==> config.mk <==
export PLATFORM = sky130hd
export DESIGN_NAME = buf_stream_reader
export DESIGN_NICKNAME = d
export VERILOG_FILES = /design/src/rtl/osiris_buf_pkg.sv /design/src/rtl/buf_stream_reader_skid_fifo2.sv /design/src/rtl/buf_stream_reader.sv
export SDC_FILE = /design/constraint.sdc
export NUM_CORES = 1
export LEC_CHECK = 0
export ABC_AREA = 1
export CAP_MARGIN = 20
export CORE_MARGIN = 2
export CORE_UTILIZATION = 47
export DETAILED_ROUTE_END_ITERATION = 6
export MAX_ROUTING_LAYER = met4
export PLACE_DENSITY = 0.76
export SLEW_MARGIN = 20
export SYNTH_ARGS = -nofsm -noshare
export SYNTH_HDL_FRONTEND = slang
export SYNTH_SLANG_ARGS = --single-unit
export TNS_END_PERCENT = 50
==> constraint.sdc <==
create_clock -name clk -period 2.1 [get_ports clk]
set_input_delay 0.63 -clock clk [delete_from_list [all_inputs] [get_ports clk]]
set_output_delay 0.63 -clock clk [all_outputs]
set_load 0.05 [all_outputs]
==> src/rtl/osiris_buf_pkg.sv <==
// osiris_buf_pkg: shared definitions for the buffer stream reader.
//   buf_rd_state_t    - reader FSM states (IDLE, RUN, DONE)
//   BUF_RD_FIFO_DEPTH - entries in the output skid FIFO
//   buf_addr_next     - buffer address increment with wrap at depth-1
package osiris_buf_pkg;

  typedef enum logic [1:0] {
    IDLE = 2'd0,
    RUN  = 2'd1,
    DONE = 2'd2
  } buf_rd_state_t;

  localparam int unsigned BUF_RD_FIFO_DEPTH = 2;

  function automatic int unsigned buf_addr_next(input int unsigned addr,
                                                input int unsigned depth);
    return (addr >= depth - 1) ? 0 : addr + 1;
  endfunction

endpackage

==> src/rtl/buf_stream_reader_skid_fifo2.sv <==
// skid_fifo2: two-entry registered FIFO whose head slot drives the stream
// directly, so the head word is stable until it is popped.
// Ports:
//   clk, rst_n  - clock, asynchronous active-low reset
//   push, din   - write strobe and data (never asserted when full)
//   pop         - read strobe (only asserted while valid)
//   head        - oldest entry (registered)
//   valid       - FIFO not empty
//   count       - number of stored entries, 0..2
module skid_fifo2
  import osiris_buf_pkg::*;
#(
  parameter int unsigned W = 64
) (
  input  logic         clk,
  input  logic         rst_n,
  input  logic         push,
  input  logic [W-1:0] din,
  input  logic         pop,
  output logic [W-1:0] head,
  output logic         valid,
  output logic [1:0]   count
);

  logic [W-1:0] slot1;

  assign valid = (count != 2'd0);

  always_ff @(posedge clk or negedge rst_n) begin
    if (!rst_n) begin
      head  <= '0;
      slot1 <= '0;
      count <= '0;
    end else begin
      unique case ({push, pop})
        2'b10: begin
          if (count == 2'd0) head  <= din;
          else               slot1 <= din;
          count <= count + 2'd1;
        end
        2'b01: begin
          head  <= slot1;
          count <= count - 2'd1;
        end
        2'b11: begin
          // Simultaneous push/pop: the new word lands behind whatever remains.
          if (count == 2'd1) begin
            head <= din;
          end else begin
            head  <= slot1;
            slot1 <= din;
          end
        end
        default: ;
      endcase
    end
  end

endmodule

==> src/rtl/buf_stream_reader.sv <==
// buf_stream_reader: walks len consecutive buffer words from base_addr and
// presents them as a valid/ready stream, hiding the one-cycle BRAM latency
// behind a two-entry skid FIFO.
// Optional feature macro: BUF_RD_LAST_EN adds m_last, flagged with the final
// word of each non-empty transfer.
// Ports:
//   clk, rst_n         - clock, asynchronous active-low reset
//   start              - transfer request, sampled only in IDLE
//   base_addr, len     - first address and word count, sampled with start
//   busy, done         - RUN indicator, one-cycle completion pulse
//   bram_addr          - buffer address port
//   bram_dout          - buffer read data, one cycle after its address
//   m_data, m_valid    - output stream payload and valid
//   m_ready            - output stream ready
//   m_last             - final-word marker (BUF_RD_LAST_EN only)
module buf_stream_reader
  import osiris_buf_pkg::*;
#(
  parameter int unsigned WIDTH = 64,
  parameter int unsigned DEPTH = 256,
  parameter int unsigned AW    = $clog2(DEPTH)
) (
  input  logic             clk,
  input  logic             rst_n,
  input  logic             start,
  input  logic [AW-1:0]    base_addr,
  input  logic [AW:0]      len,
  output logic             busy,
  output logic             done,
  output logic [AW-1:0]    bram_addr,
  input  logic [WIDTH-1:0] bram_dout,
  output logic [WIDTH-1:0] m_data,
  output logic             m_valid,
  input  logic             m_ready
`ifdef BUF_RD_LAST_EN
  ,
  output logic             m_last
`endif
);

`ifdef BUF_RD_LAST_EN
  localparam int unsigned LW = 1;
`else
  localparam int unsigned LW = 0;
`endif
  localparam int unsigned FW = WIDTH + LW;

  buf_rd_state_t state;
  logic [AW:0]   len_q;
  logic [AW:0]   issued;
  logic [AW:0]   accepted;
  logic          inflight;
  logic [1:0]    fifo_count;
  logic [2:0]    occupancy;
  logic          rd_issue;
  logic          pop;
  logic          last_accept;
  logic [FW-1:0] push_data;
  logic [FW-1:0] fifo_head;

  assign pop = m_valid & m_ready;

  // Credit check counts the word still in flight from the BRAM, so a push
  // can never meet a full FIFO.
  always_comb begin
    occupancy   = {1'b0, fifo_count} + {2'b00, inflight};
    rd_issue    = (state == RUN) && (issued < len_q) &&
                  (occupancy < 3'(BUF_RD_FIFO_DEPTH) + {2'b00, pop});
    last_accept = pop && (accepted + (AW+1)'(1) == len_q);
  end

  always_ff @(posedge clk or negedge rst_n) begin
    if (!rst_n) begin
      state     <= IDLE;
      len_q     <= '0;
      issued    <= '0;
      accepted  <= '0;
      bram_addr <= '0;
      inflight  <= 1'b0;
    end else begin
      inflight <= rd_issue;
      unique case (state)
        IDLE: begin
          if (start) begin
            len_q     <= len;
            bram_addr <= base_addr;
            issued    <= '0;
            accepted  <= '0;
            state     <= (len == '0) ? DONE : RUN;
          end
        end
        RUN: begin
          if (rd_issue) begin
            issued    <= issued + (AW+1)'(1);
            bram_addr <= AW'(buf_addr_next(32'(bram_addr), DEPTH));
          end
          if (pop) accepted <= accepted + (AW+1)'(1);
          if (last_accept) state <= DONE;
        end
        DONE:    state <= IDLE;
        default: state <= IDLE;
      endcase
    end
  end

  assign busy = (state == RUN);
  assign done = (state == DONE);

`ifdef BUF_RD_LAST_EN
  logic inflight_last;

  always_ff @(posedge clk or negedge rst_n) begin
    if (!rst_n) inflight_last <= 1'b0;
    else        inflight_last <= rd_issue && (issued + (AW+1)'(1) == len_q);
  end

  assign push_data = {inflight_last, bram_dout};
  assign m_last    = fifo_head[WIDTH];
`else
  assign push_data = bram_dout;
`endif

  skid_fifo2 #(.W(FW)) u_fifo (
    .clk   (clk),
    .rst_n (rst_n),
    .push  (inflight),
    .din   (push_data),
    .pop   (pop),
    .head  (fifo_head),
    .valid (m_valid),
    .count (fifo_count)
  );

  assign m_data = fifo_head[WIDTH-1:0];

endmodule
### Word-level counts from Yosys, hierarchy flattened

Cells that the tools add are included.
W data, S select, Z words.

* output and inout bits: 75
* flip-flop bits (word level): 168
* word-level logic and storage cells: 71
* input bits: 85

* magnitude comparators: 3
* muxes and demuxes: 20
* eq/ne operators: 14
* add/subtract/negate cells: 7
* bitwise logic cells: 1
* reductions and logical operators: 17

Operator list (number)
* $mux W64: 4
* $pmux W64 S3: 1
* $pmux W64 S2: 1
* $pmux W9 S2: 2
* $mux W9: 3
* $mux W8: 3
* $add A9 B1 Y9 const B: 2
* $pmux W8 S2: 1
* $eq A9 B9 Y1: 1
* $logic_not A9 Y1: 1
* $lt A9 B9 Y1: 1
* $reduce_and A3 Y1: 3
* $add A8 B1 Y8 const B: 1
* $ge A8 B8 Y1 const B: 1
* $ne A2 B1 Y1 const B: 4
* $pmux W2 S2: 2
* $reduce_bool A2 Y1: 4
* $eq A2 B1 Y1 const B: 3
* $eq A2 B2 Y1 const B: 3
* $mux W2: 3
* $ne A2 B2 Y1 const B: 3
* $reduce_and A2 Y1: 3
* $logic_not A2 Y1: 2
* $add A2 B1 Y3: 1
* other kinds (7): 9

### Longest topological paths before layout

* depth after elaboration: 7
* mapped depth: 13
* gate-level depth less buffers: 12

### Modules after synthesis

From an unflattened synthesis, not the netlist that was laid out.

* cell total of the unflattened synthesis: 1122
* area, all modules: 8533.2 sq um

Modules (own cells, without submodules)
* skid_fifo2: area each 6094.6 sq um, instances 1, cells each 789
* buf_stream_reader: area each 2438.6 sq um, instances 1, cells each 333

### Worst setup path before layout

OpenSTA, ideal clock, no wires.

* path kind: register to register
* start point: register u_fifo.count[0]
* end point: register u_fifo.head[53]
* buffers on the path: 2
* library setup time: 135 ps
* path slack: -103 ps
* cell stages (with the launch flop): 13
* arrival: 2068 ps
* required time: 1965 ps
* cells stage by stage: dfrtp_1 > inv_1 > ha_1 > inv_2 > nand2_4 > inv_1 > ha_1 > buf_2 > nor2_1 > a21oi_2 > clkbuf_1 > or2_2 > a31oi_1

* word-level cells in the longest chain between the ends: 5
* elaborated cells between the ends (all ways): 12
* classes of those cells: eq/ne (5); mux (2); bitwise (1); reduce/logical (4)

RTL lines
* start: declaration: RTL line buf_stream_reader_skid_fifo2.sv:22 `output logic [1:0] count`
* start signal: assignment: RTL line buf_stream_reader_skid_fifo2.sv:39 `count <= count + 2'd1;`
* start signal: assignment: RTL line buf_stream_reader_skid_fifo2.sv:43 `count <= count - 2'd1;`
* $reduce_bool A2 Y1 *: RTL line buf_stream_reader_skid_fifo2.sv:27 `assign valid = (count != 2'd0);`
* net m_valid: RTL line buf_stream_reader.sv:33 `output logic m_valid,`
* $and A1 B1 Y1 *: RTL line buf_stream_reader.sv:61 `assign pop = m_valid & m_ready;`
* $eq A2 B2 Y1 or $eq A2 B1 Y1 (tied branches): RTL line buf_stream_reader_skid_fifo2.sv:35 `unique case ({push, pop})`
* $ne A2 B1 Y1 (no source line) or $reduce_bool A3 Y1 (tied branches)
* $reduce_and A2 Y1 (no source line)
* end signal: assignment: RTL line buf_stream_reader_skid_fifo2.sv:37 `if (count == 2'd0) head <= din;`
* end signal: assignment: RTL line buf_stream_reader_skid_fifo2.sv:42 `head <= slot1;`
* end signal: assignment: RTL line buf_stream_reader_skid_fifo2.sv:48 `head <= din;`
* end: declaration: RTL line buf_stream_reader_skid_fifo2.sv:20 `output logic [W-1:0] head,`

Mark *: on every way through the listed nets, which the timed path passes. The rest lies on a longest branch.
A chain may end at the register's enable or synchronous reset.

### Final worst setup path

* start point: input port m_ready
* end point: register u_fifo.slot1[2]

* word-level cells in the longest chain between the ends: 4
* elaborated cells between the ends (all ways): 8
* classes of those cells: eq/ne (4); mux (1); bitwise (1); reduce/logical (2)

RTL lines
* start: declaration: RTL line buf_stream_reader.sv:34 `input logic m_ready`
* $and A1 B1 Y1 *: RTL line buf_stream_reader.sv:61
* $eq A2 B2 Y1: RTL line buf_stream_reader_skid_fifo2.sv:35
* $ne A2 B2 Y1 (no source line) or $reduce_bool A2 Y1 (tied branches)
* $reduce_and A3 Y1 (no source line)
* end signal: assignment: RTL line buf_stream_reader_skid_fifo2.sv:38 `else slot1 <= din;`
* end signal: assignment: RTL line buf_stream_reader_skid_fifo2.sv:51 `slot1 <= din;`
* end: declaration: RTL line buf_stream_reader_skid_fifo2.sv:25 `logic [W-1:0] slot1;`

Mark *: on every way between the ends. The rest lies on a longest branch, timed or not.

==> flow_summary_export.csv <==
group,metric,value,unit
clocking,cts_htree_levels,4,
drt,vias_per_cell,5.25,
die,core.rowCount,48,
placement,hpwl,13900,µm
synthesis,ys_top_cells_by_count,"184 x sky130_fd_sc_hd__nand2_1, 168 x sky130_fd_sc_hd__dfrtp_1, 150 x sky130_fd_sc_hd__o21ai_0",
run_status,outcome,"complete, no violations",
synthesis,post_synth_instance_area,8250,µm²
clocking,cts_root_buf,"sky130_fd_sc_hd__clkbuf_16",
synthesis,synth.ff_latch_count,168,
die,placeable_core_region,17200,µm²
grt,grt_max_degree,59,
sta,final_hold_viol_count,0,
clocking,cts_sinks,168,
layout,stdcell_area,10900,µm²
sta,tightestPinTransition,0.475,ns
power_and_ir_drop,static_power_due_to_leakage,0.00513,µW
clocking,cts_hold_buf,0,
synthesis,top_count_cell_post_synth,"sky130_fd_sc_hd__nand2_1",
critical_path,kind_of_end_point_of_the_critical_path,"flop",
drt,antenna_left,0,
synthesis,synth_warnings,0,
sta,finalHoldWorstSlack,0.130,ns
drt,count_of_tritonroute_iterations_in_the_first_routing_pass,7,
drt,drc_errors,0,
layout,layout.area.seq,4200,µm²
worst_hold_path,hold_path.class,"input pin to asynchronous set/reset pin",
placement,placement.io_buffers,159,
die,starting_utilization_of_the_core_area,47.9,%
synthesis,postSynthAreaPerCell,8.30,µm²
layout,nFillCells,1489,
sta,skew,0.0105,ns
sta,slew_headroom,68.3,%
synthesis,synth.distinct_cells,36,
critical_path,crit_path_max_fanout,28,
placement,place_congestion,0.875,
drt,detail_route.wirelength,20800,µm
flow_run,max_cap_viols,0,
critical_path,worst-endpoint-arrival,2.34,ns
sta,final_min_period_over_clock_period,97.5,%
clocking,tritoncts,"yes",
power_and_ir_drop,ir_drop,0.00105,V
critical_path,startpoint_class,"input pin",
synthesis,synth_top_area_cell,"sky130_fd_sc_hd__dfrtp_1",
clocking,cts-root-to-sink-buffers,2,
grt,overflow,0,
synthesis,asyncSetResetFlopFracSynth,100,%
layout,num-nets-final,1257,
synthesis,synth_enable_flop_cells,0,
drt,first_iter_violations,445,
synthesis,ys_seq_area_share,51.0,%
layout,flow.area_growth_from_synthesis,31.8,%
die,die_width,136,µm
sta,max_freq,488,MHz
layout,drive_above_1_share,19.1,%
grt,overall_fraction_of_global_route_tracks_in_use,23.6,%
power_and_ir_drop,post-layout-total-power,18600,µW
layout,final_core_density,63.1,%
synthesis,dominantRegCellSynth,"sky130_fd_sc_hd__dfrtp_1",
layout,multiInputGateArea,3480,µm²
placement,total_placed_instance_area,10100,µm²
synthesis,synth_top_area_share,51.0,%
sta,number_of_slew_limit_violations_in_the_final_report,0,
die,die-height,136,µm
grt,antenna_found_initial,1,
critical_path,worst_ep_required_time,2.40,ns
die,floorplan.die_area,18600,µm²
sta,totalNegativeSetupSlack,0,ns
power_and_ir_drop,cellPowerDensity,1710,nW/µm²
clocking,cts.reportedPaths.clkPinSlew,0.07,ns
grt,number_of_global_route_vias_before_repair,7050,
sta,min_clock_period_post_route,2.05,ns
drt,routed-via-count,7299,
synthesis,postSynthCellCount,994,
drt,drt-wirelength-per-cell,14.9,µm
sta,final-setup-viol-count,0,
synthesis,synthTopCellsByArea,"sky130_fd_sc_hd__dfrtp_1 51%, sky130_fd_sc_hd__o21ai_0 9.1%, sky130_fd_sc_hd__nand2_1 8.4%",
grt,grt_pass1_wl,34100,µm
synthesis,synth_nets,1097,
clocking,cts-buffers-inserted,17,
clocking,worst_skew_pair.late_latency,0.43,ns
die,ios,160,
critical_path,timing.setup.critical_path_class,"input pin to flop",
==> timing repair <==
item                                    CTS  global route
pin swaps                                 1             1
endpoints found under the setup margin    7            69
setup buffers                             0             3
gates resized for setup                   3             9
cloned                                    0             2
==> kinds of logic after synthesis <==
family,count (synthesis),synth area share (%)
buffers and inverters,160,7.63
AO/OA/AOI/OAI,234,15.7
adder cells (fa/ha/maj),18,2.73
XOR/XNOR,12,1.27
flip-flops,168,51.0
AND/OR/NAND/NOR,402,21.7
==> worst max-delay path, stage by stage <==
cell and delay, ns:
sky130_fd_sc_hd__clkdlybuf4s50_1 0.51, sky130_fd_sc_hd__nand2_4 0.06, sky130_fd_sc_hd__inv_1 0.11, sky130_fd_sc_hd__ha_4 0.19
sky130_fd_sc_hd__inv_2 0.05, sky130_fd_sc_hd__nor2_4 0.16, sky130_fd_sc_hd__o22ai_4 0.13, sky130_fd_sc_hd__buf_4 0.17
sky130_fd_sc_hd__clkbuf_16 0.19, sky130_fd_sc_hd__nand2_1 0.06, sky130_fd_sc_hd__o21ai_0 0.08
==> state kept, by name (all words and copies together), names as in the netlist <==
register / cells
u_fifo.head: 64
u_fifo.slot1: 64
accepted: 9
issued: 9
len_q: 9
bram_addr: 8
state: 2
u_fifo.count: 2
inflight: 1
==> final timing paths <==
path | from | to | slack (ns) | cells after the start
worst min register to register | u_fifo.slot1[22] | u_fifo.slot1[22] | 0.48 | 2
worst max-delay path | m_ready | u_fifo.slot1[2] | 0.05 | 11
max in group asynchronous | rst_n | u_fifo.slot1[21] | 1.36 | 2
worst max register to register | u_fifo.count[1] | u_fifo.slot1[2] | 0.10 | 12
min in group clk | u_fifo.slot1[22] | u_fifo.slot1[22] | 0.48 | 2
worst min-delay path | rst_n | len_q[7] | 0.13 | 1
==> cell type report <==
cell class	instances	share of cell area [%]
antenna	1	0.0230
clock buffer	18	4.04
clock inverter	12	1.51
inverter	105	3.65
multi-input combinational	666	32.1
sequential	168	38.7
tap	225	2.59
timing repair buffer	196	17.4
==> metal layers <==
layer	track usage [%]	part of all wire (%)	vias up
li1	-	-	3556
met1	31.1	45	3520
met2	37.3	48	205
met3	5.70	6.4	18
met4	5.09	0.97	0
met5	-	0	-
==> layout by cell type (no fill, tap or decap), types with 2 or more instances in the layout <==
master / netlist / layout
sky130_fd_sc_hd__a21oi_1: 6 / 6
sky130_fd_sc_hd__a31oi_1: 64 / 64
sky130_fd_sc_hd__buf_12: 0 / 13
sky130_fd_sc_hd__buf_4: 0 / 93
sky130_fd_sc_hd__buf_6: 1 / 5
sky130_fd_sc_hd__bufinv_16: 0 / 3
sky130_fd_sc_hd__clkbuf_16: 0 / 19
sky130_fd_sc_hd__clkdlybuf4s50_1: 0 / 83
sky130_fd_sc_hd__dfrtp_1: 168 / 168
sky130_fd_sc_hd__ha_1: 18 / 15
sky130_fd_sc_hd__ha_4: 0 / 2
sky130_fd_sc_hd__inv_1: 99 / 98
sky130_fd_sc_hd__inv_2: 6 / 6
sky130_fd_sc_hd__inv_6: 0 / 6
sky130_fd_sc_hd__nand2_1: 184 / 184
sky130_fd_sc_hd__nand3_1: 43 / 43
sky130_fd_sc_hd__nor2_1: 99 / 97
sky130_fd_sc_hd__nor2_2: 3 / 4
sky130_fd_sc_hd__nor2_4: 1 / 2
sky130_fd_sc_hd__o21ai_0: 150 / 147
sky130_fd_sc_hd__o21ai_1: 1 / 3
sky130_fd_sc_hd__o21ai_4: 1 / 2
sky130_fd_sc_hd__o21bai_1: 2 / 2
sky130_fd_sc_hd__o22ai_1: 5 / 4
sky130_fd_sc_hd__or2_1: 11 / 11
sky130_fd_sc_hd__or2_2: 54 / 54
sky130_fd_sc_hd__xnor2_1: 5 / 5
sky130_fd_sc_hd__xor2_1: 7 / 7
==> report_power, final <==
part           internal, µW  total (µW)  switching, µW
Sequential             4730        5710            971
Combinational          3390        9660           6270
Clock                  1910        3250           1340
Total                 10000       18600           8580
==> stage by stage <==
stage	cells	setup WS (ns)
floorplan	994	-0.0302
global placement	1355	-0.340
detailed placement	1355	-0.437
CTS	1385	0.00988
global route	1391	-0.0170
finish	1391	0.0524
Note: power is estimated with default switching activity, not from simulation.
